## src/rtl/breath_ctrl_if.sv

```systemverilog
// Control/status bundle between a breathing-LED ramp generator and its driver.
// The master drives run controls; the slave returns the duty ramp.
interface breath_ctrl_if;
   logic       en;
   logic       mode;
   logic       hold;
   logic [6:0] duty_cycle;
   logic       step_tick;
   logic       dir;

   modport master (output en, mode, hold, input duty_cycle, step_tick, dir);
   modport slave  (input en, mode, hold, output duty_cycle, step_tick, dir);
endinterface

```

## src/rtl/breath_ctrl.sv

```systemverilog
// Breathing ramp generator: steps a percent duty up/down every STEP_CYCLES
// clocks in triangle or sawtooth shape, feeding a downstream PWM.
module breath_ctrl #(
   parameter int STEP_CYCLES = 1000,
   parameter int STEP_SIZE   = 1,
   parameter int MAX_DUTY    = 100
) (
   input  logic          clk,
   input  logic          sys_rst_n,
   breath_ctrl_if.slave  bus
);

   localparam int PW = (STEP_CYCLES > 1) ? $clog2(STEP_CYCLES) : 1;
   localparam logic [PW-1:0] PRE_LAST = PW'(STEP_CYCLES - 1);
   localparam logic [7:0]    STEP8    = 8'(STEP_SIZE);
   localparam logic [6:0]    STEP7    = 7'(STEP_SIZE);
   localparam logic [7:0]    MAX8     = 8'(MAX_DUTY);
   localparam logic [6:0]    MAX7     = 7'(MAX_DUTY);

   localparam logic [1:0] S_IDLE = 2'd0;
   localparam logic [1:0] S_RISE = 2'd1;
   localparam logic [1:0] S_FALL = 2'd2;

   logic [1:0]    state, state_nxt;
   logic [PW-1:0] presc;
   logic [6:0]    duty, duty_nxt;
   logic [7:0]    rise_sum;
   logic          step_tick;

   // Duty/state to commit on the next tick; mode only matters while rising.
   always_comb begin
      rise_sum  = {1'b0, duty} + STEP8;
      duty_nxt  = duty;
      state_nxt = state;
      if (state == S_RISE) begin
         if (bus.mode && duty == MAX7) begin
            duty_nxt = 7'd0;
         end else if (rise_sum >= MAX8) begin
            duty_nxt = MAX7;
            if (!bus.mode) state_nxt = S_FALL;
         end else begin
            duty_nxt = rise_sum[6:0];
         end
      end else if (state == S_FALL) begin
         if ({1'b0, duty} <= STEP8) begin
            duty_nxt  = 7'd0;
            state_nxt = S_RISE;
         end else begin
            duty_nxt = duty - STEP7;
         end
      end
   end

   always_ff @(posedge clk or negedge sys_rst_n) begin
      if (!sys_rst_n) begin
         state     <= S_IDLE;
         presc     <= '0;
         duty      <= 7'd0;
         step_tick <= 1'b0;
      end else if (!bus.en) begin
         state     <= S_IDLE;
         presc     <= '0;
         duty      <= 7'd0;
         step_tick <= 1'b0;
      end else if (state == S_IDLE) begin
         state     <= S_RISE;
         presc     <= '0;
         step_tick <= 1'b0;
      end else if (bus.hold) begin
         step_tick <= 1'b0;
      end else if (presc == PRE_LAST) begin
         presc     <= '0;
         step_tick <= 1'b1;
         duty      <= duty_nxt;
         state     <= state_nxt;
      end else begin
         presc     <= presc + 1'b1;
         step_tick <= 1'b0;
      end
   end

   assign bus.duty_cycle = duty;
   assign bus.step_tick  = step_tick;
   assign bus.dir        = (state != S_FALL);

endmodule

```

## src/flat_wrapper.sv

```systemverilog
// flat-port wrapper written by rule: the top's interface ports become plain ports
module breath_ctrl_flat 
#(
   parameter int STEP_CYCLES = 1000,
   parameter int STEP_SIZE   = 1,
   parameter int MAX_DUTY    = 100
)
  (clk, sys_rst_n, bus_en, bus_mode, bus_hold, bus_duty_cycle, bus_step_tick, bus_dir);
  breath_ctrl_if bus_i ();
  input  logic clk;
  input  logic sys_rst_n;
  input wire logic [$bits(bus_i.en)-1:0] bus_en;
  input wire logic [$bits(bus_i.mode)-1:0] bus_mode;
  input wire logic [$bits(bus_i.hold)-1:0] bus_hold;
  output wire logic [$bits(bus_i.duty_cycle)-1:0] bus_duty_cycle;
  output wire logic [$bits(bus_i.step_tick)-1:0] bus_step_tick;
  output wire logic [$bits(bus_i.dir)-1:0] bus_dir;
  assign bus_i.en = bus_en;
  assign bus_i.mode = bus_mode;
  assign bus_i.hold = bus_hold;
  assign bus_duty_cycle = bus_i.duty_cycle;
  assign bus_step_tick = bus_i.step_tick;
  assign bus_dir = bus_i.dir;
  breath_ctrl #(.STEP_CYCLES(STEP_CYCLES), .STEP_SIZE(STEP_SIZE), .MAX_DUTY(MAX_DUTY)) u_core (.clk(clk), .sys_rst_n(sys_rst_n), .bus(bus_i));
endmodule
```

## config.mk

```make
export PLATFORM = sky130hd
export DESIGN_NAME = breath_ctrl_flat
export DESIGN_NICKNAME = d
export VERILOG_FILES = /design/src/rtl/breath_ctrl_if.sv /design/src/rtl/breath_ctrl.sv /design/src/flat_wrapper.sv
export SDC_FILE = /design/constraint.sdc
export NUM_CORES = 1
export LEC_CHECK = 0
export ABC_AREA = 1
export BUFFER_PORTS_ARGS = -buffer_cell sky130_fd_sc_hd__clkbuf_2
export CORE_MARGIN = 2
export CORE_UTILIZATION = 45
export CTS_BUF_LIST = sky130_fd_sc_hd__clkbuf_2
export DETAILED_ROUTE_END_ITERATION = 10
export PLACE_DENSITY = 0.66
export SLEW_MARGIN = 20
export SYNTH_ARGS = -nofsm -noshare
export SYNTH_HDL_FRONTEND = slang
export SYNTH_SLANG_ARGS = --single-unit
```

## constraint.sdc

```tcl
create_clock -name clk -period 1.75 [get_ports clk]
set_clock_uncertainty 0.1 [all_clocks]
set_input_delay 0.525 -clock clk [delete_from_list [all_inputs] [get_ports clk]]
set_output_delay 0.525 -clock clk [all_outputs]
set_load 0.005 [all_outputs]
```

* After elaboration in Yosys (flattened, before gate mapping)
Cells that the tools add are included.
Word-level totals: flip-flop bits (word level) 20, input bits 5, output and inout port bits 9, logic and storage cells 56
Operators by class: add/sub/neg operators 3, $lt $le $gt $ge 2, equal/unequal tests 16, mux-type cells 27, reductions and logical operators 4
Operator list (count):
- $mux 7 | 9
- $mux 10 | 4
- $mux 2 | 10
- $ne 4x4->1 const B | 3
- $add 10x1->10 const B | 1
- $eq 10x10->1 const B | 1
- $add 7x1->8 const B | 1
- $ge 8x7->1 const B | 1
- $ne 4x1->1 const B | 2
- $eq 7x7->1 const B | 1
- $le 7x1->1 const B | 1
- $reduce_and 7->1 | 1
- $sub 7x1->7 const B | 1
- $ne 2x2->1 const B | 3
- $ne 3x1->1 const B | 2
- $mux 1 | 4
- $reduce_and 4->1 | 1
- $ne 3x2->1 const B | 1
- $eq 2x1->1 const B | 1
- $eq 2x2->1 const B | 1
- $logic_not 2->1 | 1
- $ne 2x1->1 const B | 1
- $logic_and 1x1->1 | 1

* Logic depth before layout (Yosys ltp)
Gate-level depths: netlist (run 1).
depth in word-level cells 9, gate-level depth with buffers 13, depth with buffers taken out 13

* Least setup slack after synthesis (run 1)
No wires, ideal clock.
kind register to register, start point reg u_core.state[0], end point reg u_core.presc[9], library setup time 0.127 ns, arrival time 1.462 ns, data required time 1.523 ns, setup slack 0.061 ns, stages on the path, launching flop included 13, path buffers 0, clock period less this slack 1.689 ns, path through dfrtp_1 > inv_1 > ha_1 > inv_1 > nand2_2 > nor2_2 > nor2_2 > nand2_1 > nor2_1 > inv_2 > nor2_2 > and3_1 > nor3_2
On the way: longest elaborated chain between the ends 3, elaborated cells between the ends (all ways) 4, classes of those cells eq/ne: 1; mux: 2; reduce/logical: 1
RTL lines:
- start, declared | line breath_ctrl.sv:24 | logic [1:0] state, state_nxt;
- start signal, assigned | line breath_ctrl.sv:75 | state <= state_nxt;
- $logic_not 2->1 * | line breath_ctrl.sv:65 | end else if (state == S_IDLE) begin
- $mux 10 | line breath_ctrl.sv:65
- $mux 10 | line breath_ctrl.sv:60 | end else if (!bus.en) begin
- end signal, assigned | line breath_ctrl.sv:77 | presc <= presc + 1'b1;
- end, declared | line breath_ctrl.sv:25 | logic [PW-1:0] presc;
Every way passes the cells marked *; elsewhere a longest branch is shown, timed or not. A chain may end at the register's enable or synchronous reset.

* Worst setup path in the final report (run 1)
start point reg u_core.state[1], end point out bus_dir
On the way: longest elaborated chain between the ends 1
RTL lines:
- $ne 2x2->1 | line breath_ctrl.sv:84 | assign bus.dir = (state != S_FALL);
- end, declared | line flat_wrapper.sv:17 | output wire logic [$bits(bus_i.dir)-1:0] bus_dir;
No other way between the ends.

==> impl_metrics.yaml, run 1 <==
final_layout:
  utilization_pct: 64.4
  layout_commonest_cell: "nand2_1"
  nets: 257
  layout-drive-gt1-share_pct: 39.7
  final_cells: 286
  n_antenna_cell: 0
  area_growth_pct: 33.1
  final_cell_mix: "39 x nand2_1, 26 x inv_1, 17 x dfrtp_1"
critical_path:
  path_cells: "buf_6 > ha_4 > inv_2 > clkbuf_2"
  endpoint_kind: "output port"
  crit_type: "reg -> out"
  critPathMaxFanout: 3
  worstPathRequired_ns: 1.12
  crit_family: "flip-flops"
  arrival_ns: 1.17
  slowest_stage: "dfrtp_1"
  slowest_delay_ns: 0.45
  crit_buf_inv: 3
  critPathLaunchType: "register"
run_status:
  failed_checks: "setup timing"
  status: "finished with violations"
power_and_ir_drop:
  intPower_uw: 767
  power_density_mw_per_mm2: 654
  p_comb_share_pct: 45.6
  seq_power_share_pct: 39.3
  power.switching_uw: 538
  power.leakage_nw: 0.941
  pwr-share-clk_pct: 15.2
  swShare_pct: 41.2
  ir_drop_uv: 550
grt:
  grt_use_total_pct: 19.3
  antenna_found_initial: 0
  grt_overflow: 0
  grt_pass1_vias: 1206
  grt_max_degree: 21
  grt_pass1_wl_um: 5450
detailed_routing:
  drt_iter0_drc: 84
  drtPass1Iterations: 4
  wl_per_cell_um: 12.6
  num_vias: 1448
  drc: 0
  via_per_inst: 5.06
  wl_um: 3600
  ant_nets: 0
floorplanning:
  die_w_um: 61.7
  rows: 20
  dieArea_mm2: 0.00381
  core_mm2: 0.00310
  dieHeight_um: 61.7
  initial_core_util_pct: 48.3
  io_pins: 14
cts:
  clk_path_buf_depth: 2
  root_buffer: "clkbuf_2"
  cts_tree: "built"
  cts.sinks: 20
  htreeDepth: 1
  hold_buffers: 0
  cts_buffers: 3
  path_clk_slew_ns: 0.21
  clk_latency_ns: 0.32
timing:
  max_freq_ghz: 0.558
  rsz0062_at_grt: "yes"
  worst_slew_pin_slew_ns: 0.534
  fin_tns_setup_ns: -0.0436
  whs_ns: 0.0372
  fin_crit_ns: 1.79
  slew_violations: 0
  finalSetupViolCount: 2
  relSlewSlack_pct: 64.4
  hold_violations: 0
  setup_slack_ns: -0.0410
  fin_crit_sh_pct: 102
synth:
  syn_area_per_cell_um2: 7.25
  ys_seq_area_share_pct: 33.4
  yosysUniqueCellTypes: 27
  yosys_warnings: 0
  netlist_area_mm2: 0.00150
  synth_seq_cells: 20
  syn_inst: 207
  synth_nets: 221
place:
  dp_cells: 274
  routabilityCongestion: 0.894
  io_buffer_count: 13
  place_ws_ns: 0.0106
  dp_hpwl_um: 2570
min_path:
  min_path_type: "in -> async"
run:
  max-cap-violations: 0
==> logic make-up after synthesis <==
group	share of synthesized area (%)
AND/OR/NAND/NOR	37.7
buffers and inverters	9.76
AO/OA/AOI/OAI	7.59
flip-flops	33.4
adder cells (fa/ha/maj)	7.51
XOR/XNOR	4.09
==> sequential cells by signal (all words and copies together), names as in the netlist <==
signal	cells
u_core.state	2
u_core.bus.step_tick	1
u_core.presc	10
u_core.bus.duty_cycle	7
==> through the flow <==
step	total power, mW	cell area [um2]
after global routing	1.40	2000
final	1.31	2000
after floorplan	0.801	1500
after global placement	0.959	1690
after CTS	1.17	1730
after detailed placement	0.958	1690
==> final cells by class <==
class	count	area (um2)
flip-flops and latches	20	504
fillers	281	1110
multi-input cells	150	1050
clock buffers	3	15.0
clock inverters	1	3.75
well taps	44	55.1
inverters	36	145
repair buffers	32	226
==> power groups by stage <==
stage / combinational, mW / sequential (mW) / clock, mW
6_report: 0.595 / 0.513 / 0.198
5_1_grt: 0.662 / 0.516 / 0.220
4_1_cts: 0.456 / 0.511 / 0.200
3_5_place_dp: 0.441 / 0.517 / 0
3_3_place_gp: 0.443 / 0.516 / 0
2_1_floorplan: 0.283 / 0.518 / 0
==> synth_stat cells <==
master,number,area share [%]
nand2_2,8,3.3
and3_1,1,0.42
nand2_1,48,12
nor2_1,17,4.3
o21ai_0,10,3.3
a21oi_1,3,1.0
nor3_1,2,0.67
dfrtp_1,20,33
xnor2_1,1,0.58
inv_1,31,7.8
a31oi_1,1,0.42
nand3_2,4,2.7
inv_2,5,1.3
nor2_2,7,2.9
nor3_2,3,2.0
o21ai_1,3,1.0
nor3b_1,1,0.50
a211oi_1,1,0.50
nand4_1,7,2.9
nand3_1,12,4.0
nor2_4,2,1.5
o22ai_1,2,0.83
buf_6,1,0.75
xor2_1,6,3.5
o211ai_1,1,0.50
ha_1,9,7.5
nand3b_1,1,0.50
==> worst paths after layout <==
path | from | to | slack, ns | cells past startpoint
max | u_core.state[1] | bus_dir | -0.04 | 4
max reg2reg | u_core.bus.duty_cycle[1] | u_core.state[1] | 0 | 13
min | sys_rst_n | u_core.bus.duty_cycle[4] | 0.04 | 1
max in group asynchronous | sys_rst_n | u_core.bus.duty_cycle[2] | 1.14 | 1
min reg2reg | u_core.presc[7] | u_core.presc[7] | 0.47 | 2
min in group clk | bus_hold | u_core.presc[1] | 0.41 | 4
==> per-layer routing <==
metal,part of all wire (%),global-route usage (%)
met5,0,0
met4,0.53,4.56
met3,6.0,2.48
met2,45,26.9
met1,48,31.1
==> repair_timing <==
item                       CTS  global route
resized for setup            6            54
setup endpoints to repair    4            19
setup buffers                1             7
pin swaps                    0            19
Power figures use the tool's default switching activity.
==> run 2: changes to the inputs <==
- SETUP_SLACK_MARGIN: not set -> 0.3
==> impl_metrics.yaml, run 2 (synthesized netlist as in run 1, its figures left out) <==
detailed_routing:
  wl_per_cell_um: 14.1
  num_vias: 1625
  ant_nets: 0
  drt_iter0_drc: 58
  wl_um: 4410
  via_per_inst: 5.21
  drtPass1Iterations: 6
  drc: 0
timing:
  rsz0062_at_grt: "yes"
  relSlewSlack_pct: 65.5
  fin_crit_ns: 1.84
  fin_crit_sh_pct: 105
  slew_violations: 0
  worst_slew_pin_slew_ns: 0.518
  max_freq_ghz: 0.544
  fin_tns_setup_ns: -0.197
  hold_violations: 0
  finalSetupViolCount: 6
  setup_slack_ns: -0.0887
final_layout:
  largest_reg_flops: 10
  multiInputGateArea_mm2: 0.00116
  n_fill_cell: 224
  nets: 283
  n_antenna_cell: 0
  utilization_pct: 76.3
  area_growth_pct: 57.9
  final_cell_mix: "36 x nand2_1, 34 x buf_4, 19 x inv_1"
  largest-register: "u_core.presc"
  layout_commonest_cell: "nand2_1"
  layout-drive-gt1-share_pct: 56.7
  final_cell_area_mm2: 0.00237
  regArea_um2: 508
run:
  max-cap-violations: 0
critical_path:
  arrival_ns: 1.21
  critPathLaunchType: "register"
  crit_type: "reg -> out"
  r2r-end: "u_core.bus.duty_cycle[2]"
  slowest_delay_ns: 0.46
  path_cells: "buf_6 > ha_4 > inv_2 > buf_6"
  crit_family: "flip-flops"
  worstReg2RegStart: "u_core.bus.duty_cycle[1]"
  critPathLaunch: "u_core.state[1]"
  crit_buf_inv: 3
  rr_worst_depth: 11
  cp_common_cell: "buf_6"
  endpoint_kind: "output port"
  worstPathRequired_ns: 1.12
  critPathMaxFanout: 2
  slowest_stage: "dfrtp_1"
  r2r_slack_ns: -0.04
cts:
  cts_tree: "built"
  cts_buffers: 3
  path_clk_slew_ns: 0.20
  clk_path_buf_depth: 2
  htreeDepth: 1
  hold_buffers: 0
  cts.sinks: 20
  root_buffer: "clkbuf_2"
  clk_latency_ns: 0.33
power_and_ir_drop:
  power_density_mw_per_mm2: 626
  power.leakage_nw: 1.10
  power_mw: 1.48
  ir_drop_uv: 413
floorplanning:
  rows: 20
  io_pins: 14
  core_mm2: 0.00310
  die_w_um: 61.7
  initial_core_util_pct: 48.3
  dieArea_mm2: 0.00381
  dieHeight_um: 61.7
grt:
  grt_overflow: 0
  grt_max_degree: 21
  antenna_found_initial: 0
  grt_use_total_pct: 23.4
  grt_pass1_wl_um: 6530
  grt_pass1_vias: 1516
place:
  dp_hpwl_um: 2480
  io_buffer_count: 13
  placed_area_mm2: 0.00172
  routabilityCongestion: 0.903
  place_ws_ns: -0.0115
min_path:
  min_path_type: "in -> async"
run_status:
  failed_checks: "setup timing"
  status: "finished with violations"
-- run 2: cell types whose count changed in the layout (fill, tap and decap cells not counted), moves of 4 or more --
| cell | previous run | this run |
|---|---|---|
| inv_4 | 1 | 5 |
| nand2_4 | 1 | 5 |
| o21ai_0 | 7 | 2 |
| buf_6 | 5 | 13 |
| inv_1 | 26 | 19 |
| nor2_2 | 4 | 9 |
| nor2_1 | 14 | 10 |
| clkbuf_2 | 16 | 12 |
| nand3_1 | 10 | 6 |
| buf_4 | 14 | 34 |
-- run 2: what timing repair did --
item	CTS	global route
setup endpoints to repair	27	29
setup buffers	23	10
resized for setup	75	25
pin swaps	26	19
gates cloned	0	0
-- run 2: power breakdown --
part / leakage, nW / switching [mW] / total, mW / internal [mW]
logic: 0.814 / 0.451 / 0.770 / 0.319
clock network: 0.0140 / 0.147 / 0.197 / 0.0497
registers: 0.267 / 0.0271 / 0.516 / 0.489
total: 1.10 / 0.626 / 1.48 / 0.858
-- run 2: metal layers --
metal / vias up / track usage, % / wire [um]
met2: 32 / 45.3 / 2430
met3: 15 / 2.48 / 142
met5: - / 0 / 0
met4: 0 / 7.90 / 124
met1: 794 / 26.3 / 1710
li1: 784 / - / -
-- run 2: area by class of cell --
class                   instances  share of cell area [%]
clock buffers                   3                   0.634
clock inverters                 1                   0.158
inverters                      36                    6.55
multi-input cells             150                    49.0
flip-flops and latches         20                    21.4
well taps                      44                    2.32
repair buffers                 58                    19.9
-- run 2: worst max-delay path by stage --
stage	endpoint	slack (ns)	cells past startpoint
after floorplan	u_core.presc[9]	0.11	12
after global placement	u_core.state[0]	0.02	13
after detailed placement	u_core.state[0]	-0.01	13
after CTS	bus_dir	-0.06	4
after global routing	u_core.state[1]	-0.15	14
final	bus_dir	-0.09	4
-- run 2: per-stage QoR --
stage | hold slack (ns) | instances
after floorplan | 0.129 | 207
after global placement | 0.420 | 275
after detailed placement | 0.422 | 275
after CTS | 0.0377 | 302
after global routing | 0.0505 | 312
final | 0.0183 | 312
==> run 3: changes to the inputs <==
- BUFFER_PORTS_ARGS: -buffer_cell sky130_fd_sc_hd__clkbuf_2 -> not set
- DONT_BUFFER_PORTS: not set -> 1
- GPL_ROUTABILITY_DRIVEN: not set -> 0
- PLACE_DENSITY: 0.66 -> not set
- SLEW_MARGIN: 20 -> 10
==> impl_metrics.yaml, run 3 (synthesized netlist as in run 1, its figures left out) <==
min_path:
  whs_path_depth: 2
  hp-start: "bus_en"
  whs_endpoint: "u_core.bus.duty_cycle[3]"
  min_path_type: "in -> reg"
critical_path:
  worstPathRequired_ns: 1.12
  endpoint_kind: "output port"
  worstReg2RegStart: "u_core.bus.duty_cycle[1]"
  arrival_ns: 1.10
  r2r_slack_ns: 0.04
  rr_worst_depth: 13
  critPathMaxFanout: 2
  crit_type: "reg -> out"
  critPathLaunchType: "register"
  r2r-end: "u_core.state[1]"
cts:
  cts.sinks: 20
  root_buffer: "clkbuf_2"
  path_clk_slew_ns: 0.23
  htreeDepth: 1
  clk_latency_ns: 0.35
  cts_buffers: 3
  cts_tree: "built"
  clk_path_buf_depth: 2
timing:
  slew_violations: 0
  relSlewSlack_pct: 39.3
  fin_crit_sh_pct: 98.4
  rsz0062_at_grt: "yes"
  finalSetupViolCount: 0
  fin_tns_setup_ns: 0
  fin_crit_ns: 1.72
  worst_slew_pin_slew_ns: 0.910
  max_freq_ghz: 0.581
  hold_violations: 0
power_and_ir_drop:
  p_comb_share_pct: 41.5
  intPower_uw: 931
  power.switching_uw: 574
  power.leakage_nw: 0.978
  power_density_mw_per_mm2: 711
  ir_drop_uv: 587
  pwr-share-clk_pct: 24.3
  seq_power_share_pct: 34.2
  power_mw: 1.50
  swShare_pct: 38.1
final_layout:
  regArea_um2: 509
  area_growth_pct: 41.1
  n_fill_cell: 256
  layout-drive-gt1-share_pct: 45.7
  final_cell_area_mm2: 0.00212
  nets: 258
  layout_commonest_cell: "nand2_1"
  n_antenna_cell: 0
  largest_reg_flops: 10
  final_cell_mix: "38 x nand2_1, 26 x buf_4, 23 x inv_1"
  multiInputGateArea_mm2: 0.00109
  largest-register: "u_core.presc"
  final_cells: 287
detailed_routing:
  wl_per_cell_um: 13.4
  ant_nets: 0
  drt_iter0_drc: 68
  drtPass1Iterations: 4
  num_vias: 1485
  via_per_inst: 5.17
  wl_um: 3850
  drc: 0
grt:
  grt_max_degree: 21
  grt_overflow: 0
  grt_pass1_vias: 1412
  grt_use_total_pct: 22.1
  antenna_found_initial: 0
  grt_pass1_wl_um: 6260
floorplanning:
  initial_core_util_pct: 48.3
  dieArea_mm2: 0.00381
  core_mm2: 0.00310
  dieHeight_um: 61.7
  io_pins: 14
  rows: 20
  die_w_um: 61.7
run_status:
  status: "finished clean"
run:
  max-cap-violations: 0
place:
  dp_hpwl_um: 2690
  placed_area_mm2: 0.00167
  dp_cells: 263
  io_buffer_count: 0
==> run 3: cell count changes in the layout (fill, tap and decap cells not counted), moves of 4 or more <==
cell      previous run  this run
buf_4               34        26
buf_6               13         6
ha_1                 1         5
nor2_2               9         5
ha_4                 6         2
inv_1               19        23
inv_4                5         1
clkbuf_2            12         3
==> run 3: worst max-delay path by stage <==
stage,startpoint,endpoint,slack (ns),cells after the start
floorplan,u_core.state[0],u_core.presc[9],0.11,12
global placement,u_core.state[1],u_core.presc[9],0.04,12
detailed placement,u_core.bus.duty_cycle[0],u_core.state[1],0.02,12
CTS,u_core.bus.duty_cycle[2],bus_duty_cycle[2],0.03,2
global route,u_core.bus.duty_cycle[2],u_core.state[0],-0.09,14
finish,u_core.state[0],bus_dir,0.03,3
==> run 3: per-stage QoR <==
stage          hold WS [ns]  setup slack [ns]  utilization, %
2_1_floorplan         0.129             0.110               -
3_3_place_gp          0.130            0.0418            53.7
3_5_place_dp          0.130            0.0168            53.7
4_1_cts               0.216            0.0327            63.1
5_1_grt               0.186           -0.0854            68.2
6_report              0.219            0.0281            68.2
==> run 3: power by group through the flow <==
stage               clock [mW]  sequential [mW]  combinational [mW]
finish                   0.366            0.514               0.625
global route             0.388            0.519               0.701
CTS                      0.368            0.511               0.552
detailed placement           0            0.518               0.449
global placement             0            0.518               0.435
floorplan                    0            0.518               0.305
==> run 3: area by class of cell <==
class,count,share of cell area [%]
well taps,44,2.60
clock inverters,1,1.42
repair buffers,33,13.0
inverters,36,6.68
multi-input cells,150,51.5
clock buffers,3,0.709
flip-flops and latches,20,24.1
==> run 3: metal layers <==
layer | global-route usage (%) | part of all wire [%]
met1 | 29.8 | 45
met2 | 37.6 | 50
met3 | 3.52 | 4.5
met4 | 4.56 | 0.81
met5 | 0 | 0
==> run 3: repair_timing <==
item                                    in CTS  in global routing
hold buffers                                 1                  0
setup buffers                               14                  5
endpoints found under the setup margin      26                 49
pin swaps                                   18                 20
resized for setup                           40                 28
hold endpoints to repair                    20                  0
==> run 3: worst max-delay path: stages, from the launching register on <==
cell and delay, ns:
dfrtp_1 0.43, inv_2 0.08, ha_2 0.19, inv_1 0.06
